===== config.mk =====
export PLATFORM = sky130hd
export DESIGN_NAME = divider_param_flat
export DESIGN_NICKNAME = d
export VERILOG_FILES = /design/src/rtl/divider_param_if.sv /design/src/rtl/divider_param.sv /design/src/flat_wrapper.sv
export SDC_FILE = /design/constraint.sdc
export NUM_CORES = 1
export LEC_CHECK = 0
export CAP_MARGIN = 10
export CORE_MARGIN = 2
export CORE_UTILIZATION = 47
export CTS_BUF_LIST = sky130_fd_sc_hd__clkbuf_8
export DETAILED_ROUTE_END_ITERATION = 8
export MAX_ROUTING_LAYER = met4
export PLACE_DENSITY = 0.72
export SLEW_MARGIN = 20
export SYNTH_ARGS = -nofsm -noshare
export SYNTH_HDL_FRONTEND = slang
export SYNTH_SLANG_ARGS = --single-unit

===== constraint.sdc =====
create_clock -name Clk -period 8.95 [get_ports Clk]
set_input_delay 1.3425 -clock Clk [delete_from_list [all_inputs] [get_ports Clk]]
set_output_delay 1.3425 -clock Clk [all_outputs]
set_load 0.01 [all_outputs]

===== src/rtl/divider_param_if.sv =====
// Operand/result bundle for divider_param: Start/Ack handshake, SCEN step enable, result and status.
// The master drives operands and control; the slave returns results and its one-hot state bits.
interface divider_param_if #(
    parameter int WIDTH = 8
);
    logic [WIDTH-1:0] Xin;
    logic [WIDTH-1:0] Yin;
    logic             Start;
    logic             Ack;
    logic             SCEN;
    logic             Done;
    logic [WIDTH-1:0] Quotient;
    logic [WIDTH-1:0] Remainder;
    logic             DivZero;
    logic [WIDTH-1:0] Cycles;
    logic             Qi;
    logic             Qc;
    logic             Qd;

    modport master (
        output Xin, Yin, Start, Ack, SCEN,
        input  Done, Quotient, Remainder, DivZero, Cycles, Qi, Qc, Qd
    );

    modport slave (
        input  Xin, Yin, Start, Ack, SCEN,
        output Done, Quotient, Remainder, DivZero, Cycles, Qi, Qc, Qd
    );
endinterface


===== src/rtl/divider_param.sv =====
// Repeated-subtraction unsigned divider, up to STEPS subtractions per enabled clock, early exit.
// Latency max(1, ceil(q/STEPS)) SCEN-enabled clocks; result held in DONE_S until Ack.
module divider_param #(
    parameter int WIDTH = 8,
    parameter int STEPS = 2
) (
    input  logic            Clk,
    input  logic            Reset,
    divider_param_if.slave  bus
);
    typedef enum logic [2:0] {
        S_INITIAL = 3'b001,
        S_COMPUTE = 3'b010,
        S_DONE    = 3'b100
    } state_t;

    state_t           r_state;
    logic [WIDTH-1:0] r_x;
    logic [WIDTH-1:0] r_y;
    logic [WIDTH-1:0] r_q;
    logic [WIDTH-1:0] r_cycles;
    logic             r_divzero;

    logic [WIDTH-1:0] w_xt;
    logic [WIDTH-1:0] w_qt;

    // Unrolled subtraction chain; a step whose trial would go negative passes its input through.
    always_comb begin
        w_xt = r_x;
        w_qt = r_q;
        for (int i = 0; i < STEPS; i++) begin
            if (w_xt >= r_y) begin
                w_xt = w_xt - r_y;
                w_qt = w_qt + WIDTH'(1);
            end
        end
    end

    always_ff @(posedge Clk or posedge Reset) begin
        if (Reset) begin
            r_state   <= S_INITIAL;
            r_x       <= '0;
            r_y       <= '0;
            r_q       <= '0;
            r_cycles  <= '0;
            r_divzero <= 1'b0;
        end else begin
            case (r_state)
                S_INITIAL: begin
                    r_x       <= bus.Xin;
                    r_y       <= bus.Yin;
                    r_q       <= '0;
                    r_cycles  <= '0;
                    r_divzero <= 1'b0;
                    if (bus.Start) begin
                        r_state <= S_COMPUTE;
                    end
                end
                S_COMPUTE: begin
                    if (bus.SCEN) begin
                        if (r_cycles != '1) begin
                            r_cycles <= r_cycles + WIDTH'(1);
                        end
                        if (r_y == '0) begin
                            r_q       <= '1;
                            r_divzero <= 1'b1;
                            r_state   <= S_DONE;
                        end else begin
                            r_x <= w_xt;
                            r_q <= w_qt;
                            if (w_xt < r_y) begin
                                r_state <= S_DONE;
                            end
                        end
                    end
                end
                S_DONE: begin
                    if (bus.Ack) begin
                        r_state <= S_INITIAL;
                    end
                end
                default: r_state <= S_INITIAL;
            endcase
        end
    end

    assign bus.Done      = (r_state == S_DONE);
    assign bus.Qi        = r_state[0];
    assign bus.Qc        = r_state[1];
    assign bus.Qd        = r_state[2];
    assign bus.Quotient  = r_q;
    assign bus.Remainder = r_x;
    assign bus.Cycles    = r_cycles;
    assign bus.DivZero   = r_divzero;
endmodule


===== src/flat_wrapper.sv =====
// flat-port wrapper written by rule: the top's interface ports become plain ports
module divider_param_flat 
#(
    parameter int WIDTH = 8,
    parameter int STEPS = 2
)
  (Clk, Reset, bus_Xin, bus_Yin, bus_Start, bus_Ack, bus_SCEN, bus_Done, bus_Quotient, bus_Remainder, bus_DivZero, bus_Cycles, bus_Qi, bus_Qc, bus_Qd);
  divider_param_if #(.WIDTH(WIDTH)) bus_i ();
  input  logic Clk;
  input  logic Reset;
  input wire logic [$bits(bus_i.Xin)-1:0] bus_Xin;
  input wire logic [$bits(bus_i.Yin)-1:0] bus_Yin;
  input wire logic [$bits(bus_i.Start)-1:0] bus_Start;
  input wire logic [$bits(bus_i.Ack)-1:0] bus_Ack;
  input wire logic [$bits(bus_i.SCEN)-1:0] bus_SCEN;
  output wire logic [$bits(bus_i.Done)-1:0] bus_Done;
  output wire logic [$bits(bus_i.Quotient)-1:0] bus_Quotient;
  output wire logic [$bits(bus_i.Remainder)-1:0] bus_Remainder;
  output wire logic [$bits(bus_i.DivZero)-1:0] bus_DivZero;
  output wire logic [$bits(bus_i.Cycles)-1:0] bus_Cycles;
  output wire logic [$bits(bus_i.Qi)-1:0] bus_Qi;
  output wire logic [$bits(bus_i.Qc)-1:0] bus_Qc;
  output wire logic [$bits(bus_i.Qd)-1:0] bus_Qd;
  assign bus_i.Xin = bus_Xin;
  assign bus_i.Yin = bus_Yin;
  assign bus_i.Start = bus_Start;
  assign bus_i.Ack = bus_Ack;
  assign bus_i.SCEN = bus_SCEN;
  assign bus_Done = bus_i.Done;
  assign bus_Quotient = bus_i.Quotient;
  assign bus_Remainder = bus_i.Remainder;
  assign bus_DivZero = bus_i.DivZero;
  assign bus_Cycles = bus_i.Cycles;
  assign bus_Qi = bus_i.Qi;
  assign bus_Qc = bus_i.Qc;
  assign bus_Qd = bus_i.Qd;
  divider_param #(.WIDTH(WIDTH), .STEPS(STEPS)) u_core (.Clk(Clk), .Reset(Reset), .bus(bus_i));
endmodule

==> flow_summary.toml <==
[logic_synthesis]
synth.distinct_cells = 58
ys_ff_latch = 36
netlist_instances = 351
synthDominantCellAreaShare_pct = 29.4
syn_nets = 400
synth_flop_cell = "dfrtp_1"
ys_warn_count = 0
synth_area_um2 = 2980
synth_edf_count = 0
synth_top_area_cell = "dfrtp_1"
syn_area_per_cell_um2 = 8.50
netlist_top_cells_area = "dfrtp_1, ha_1, o21ai_0"
ys_async_sr_fraction_pct = 100
yosysSeqAreaShare_pct = 30.2

[job]
drv_cap = 0

[cts]
clk_pin_slew_worst_paths_ns = 0.08
clkLatencyLatePin_ns = 0.29
post_cts_buffers = 0
cts_resized = 0
tritoncts_num_sinks = 36
cts_hold_buf = 0
cts_root_buffer = "clkbuf_8"
htreeDepth = 2
cts_tree = "built"
cts_inserted_buffers = 5
clockBufferDepth = 2

[global_routing]
grt-busiest-layer = "met2"
antenna_found_initial = 0
first_global_vias = 2550
grt-ovfl-total = 0
grt_pass1_wl_um = 12400
grtUsageMet3_pct = 3.26
grt_max_degree = 37
use_met1_pct = 32.1
grt_use_met2_pct = 33.1
track_usage_pct = 22.2

[sta]
rsz0062_at_grt = "false"
skew_ns = 0.00763
finalSetupViolCount = 0
period_minus_slack_ns = 5.90
tns_ns = 0
slew_viol_final = 0
worst_pin_slew_ns = 0.891
max_slew_margin_pct = 40.4
fmax_mhz = 169
hold_viol = 0
timing.final.crit_share_pct = 65.9

[critical_path]
crit_arrival_ns = 6.07
cp-start-kind = "register"
worstSetupPathType = "reg2reg"
worst_ep_required_time_ns = 9.12
end_kind = "register"
cp_max_fo = 17

[layout]
seq_area_um2 = 902
multi_input_area_um2 = 1960
num_antenna_cells = 0
fin_nets = 446
synthToLayoutAreaGrowth_pct = 22.0
fillers = 584
drive_above_1_share_pct = 6.28

[placed_design]
dp_hpwl_um = 5600
gp_congestion = 0.893
port_buffers = 49

[floorplan]
rows = 29
die_area_um2 = 7000
boundaryPins = 50
die_w_um = 83.7
initial_utilization_pct = 47.8
floorplan.die.height_um = 83.7
core-area_um2 = 6240

[detailed_routing]
vias = 2755
post-route-drc-count = 0
wl_um = 7250
firstDrtPassIters = 5
drtIter0Drc = 136
via_per_inst = 5.80
wire_per_inst_um = 15.3
ant_nets = 0

[min_path]
min_path_type = "reg2reg"

[status]
status = "finished clean"
[cell usage in the layout, fill, tap and decap left out, types with 3 or more instances in the layout]
cell / n
o21a_1: 5
o211ai_1: 3
clkdlybuf4s50_1: 49
a211o_1: 5
o21ai_0: 40
ha_1: 26
nand3_1: 6
xor2_1: 8
clkbuf_8: 5
buf_4: 4
nand2_1: 46
dfrtp_1: 35
nor2_1: 14
a21oi_1: 22
inv_1: 21
and2_1: 4
a21o_1: 10
nor2b_1: 4
nor3b_1: 3
nor3_1: 6
xnor2_1: 6
mux2_2: 6
and3_1: 6
nor4_1: 3
nand4_1: 8
mux2i_1: 9
[layout make-up]
class / instances / area share, %
flip-flops and latches: 36 / 24.8
clock inverters: 3 / 0.447
clock buffers: 5 / 1.89
inverters: 19 / 1.96
well taps: 77 / 2.65
repair buffers: 53 / 14.3
multi-input cells: 282 / 54.0
[critical path: stages, from the launching register on]
cell,delay [ns]
dfrtp_1,0.39
inv_1,0.08
ha_1,0.17
inv_1,0.06
fa_1,0.41
nand3_1,0.11
nand3_1,0.13
a311oi_4,0.46
mux2_4,0.35
ha_1,0.21
fa_1,0.42
nor2b_1,0.16
o31a_1,0.19
a21oi_1,0.12
o21ai_2,0.65
mux2_2,0.43
ha_1,0.29
a21o_1,0.16
a21o_1,0.17
a211oi_1,0.29
nor3_1,0.10
nor3_2,0.13
mux2_1,0.33
[flip-flops by register name, indices dropped and copies added, names as in the netlist]
name and flops:
u_core.r_state 3, u_core.bus.Cycles 8, u_core.bus.Remainder 8, u_core.bus.DivZero 1, u_core.bus.Quotient 8, u_core.r_y 8
[stage by stage]
stage | instances | utilization (%) | area (um^2) | hold slack, ns | worst slack, ns
5_1_grt | 475 | 58.3 | 3640 | 0.565 | 2.71
6_report | 475 | 58.3 | 3640 | 0.506 | 3.05
3_3_place_gp | 467 | 56.9 | 3550 | 0.491 | 3.24
2_1_floorplan | 351 | - | 2980 | 0.529 | 3.51
4_1_cts | 475 | 58.2 | 3630 | 0.510 | 3.08
3_5_place_dp | 467 | 56.9 | 3550 | 0.494 | 3.12
[synth_stat cells, types with 3 or more instances]
library cell,instances
a211o_1,5
a21o_1,10
a21oi_1,22
and2_1,4
and3_1,6
buf_2,4
clkbuf_1,9
dfrtp_1,35
ha_1,26
inv_1,19
mux2_2,6
mux2i_1,9
nand2_1,46
nand3_1,6
nand4_1,8
nor2_1,14
nor2b_1,4
nor3_1,6
nor3b_1,4
nor4_1,3
o211ai_1,3
o21a_1,5
o21ai_0,40
o22ai_1,3
xnor2_1,6
xor2_1,8
[path summary, 6_finish.rpt]
path / from / to / slack [ns] / cells past startpoint
min reg2reg: u_core.bus.DivZero$_DFFE_PP0P_ / u_core.bus.DivZero$_DFFE_PP0P_ / 0.51 / 2
max in group asynchronous: Reset / u_core.r_state[0]$_DFFE_PP1P_ / 7.14 / 3
max: u_core.bus.Remainder[0]$_DFFE_PP0P_ / u_core.r_state[1]$_DFFE_PP0P_ / 3.05 / 22
max reg2reg: u_core.bus.Remainder[0]$_DFFE_PP0P_ / u_core.r_state[1]$_DFFE_PP0P_ / 3.05 / 22
min in group asynchronous: Reset / u_core.r_y[1]$_DFFE_PP0P_ / 1.46 / 3
min: u_core.bus.DivZero$_DFFE_PP0P_ / u_core.bus.DivZero$_DFFE_PP0P_ / 0.51 / 2
[logic make-up (layout without fill, tap and decap cells)]
kind of cell,count (synthesis),after routing,share of synthesized area (%)
AOI/OAI and AO/OA,111,111,24.2
and+or+nand+nor,112,112,18.8
xor gates and xnor gates,14,14,4.11
muxes,17,17,6.16
adders and majority gates,28,28,12.2
DFF,36,36,30.2
buffers and inverters,33,80,4.32
[per-layer routing]
metal | part of all wire [%] | wire length [um]
met1 | 50 | 3600
met2 | 45 | 3260
met3 | 4.3 | 311
met4 | 1.0 | 73
met5 | 0 | 0
Power is not shown: default switching activity piles up to over one toggle a cycle in this logic, so the estimate is an artifact.
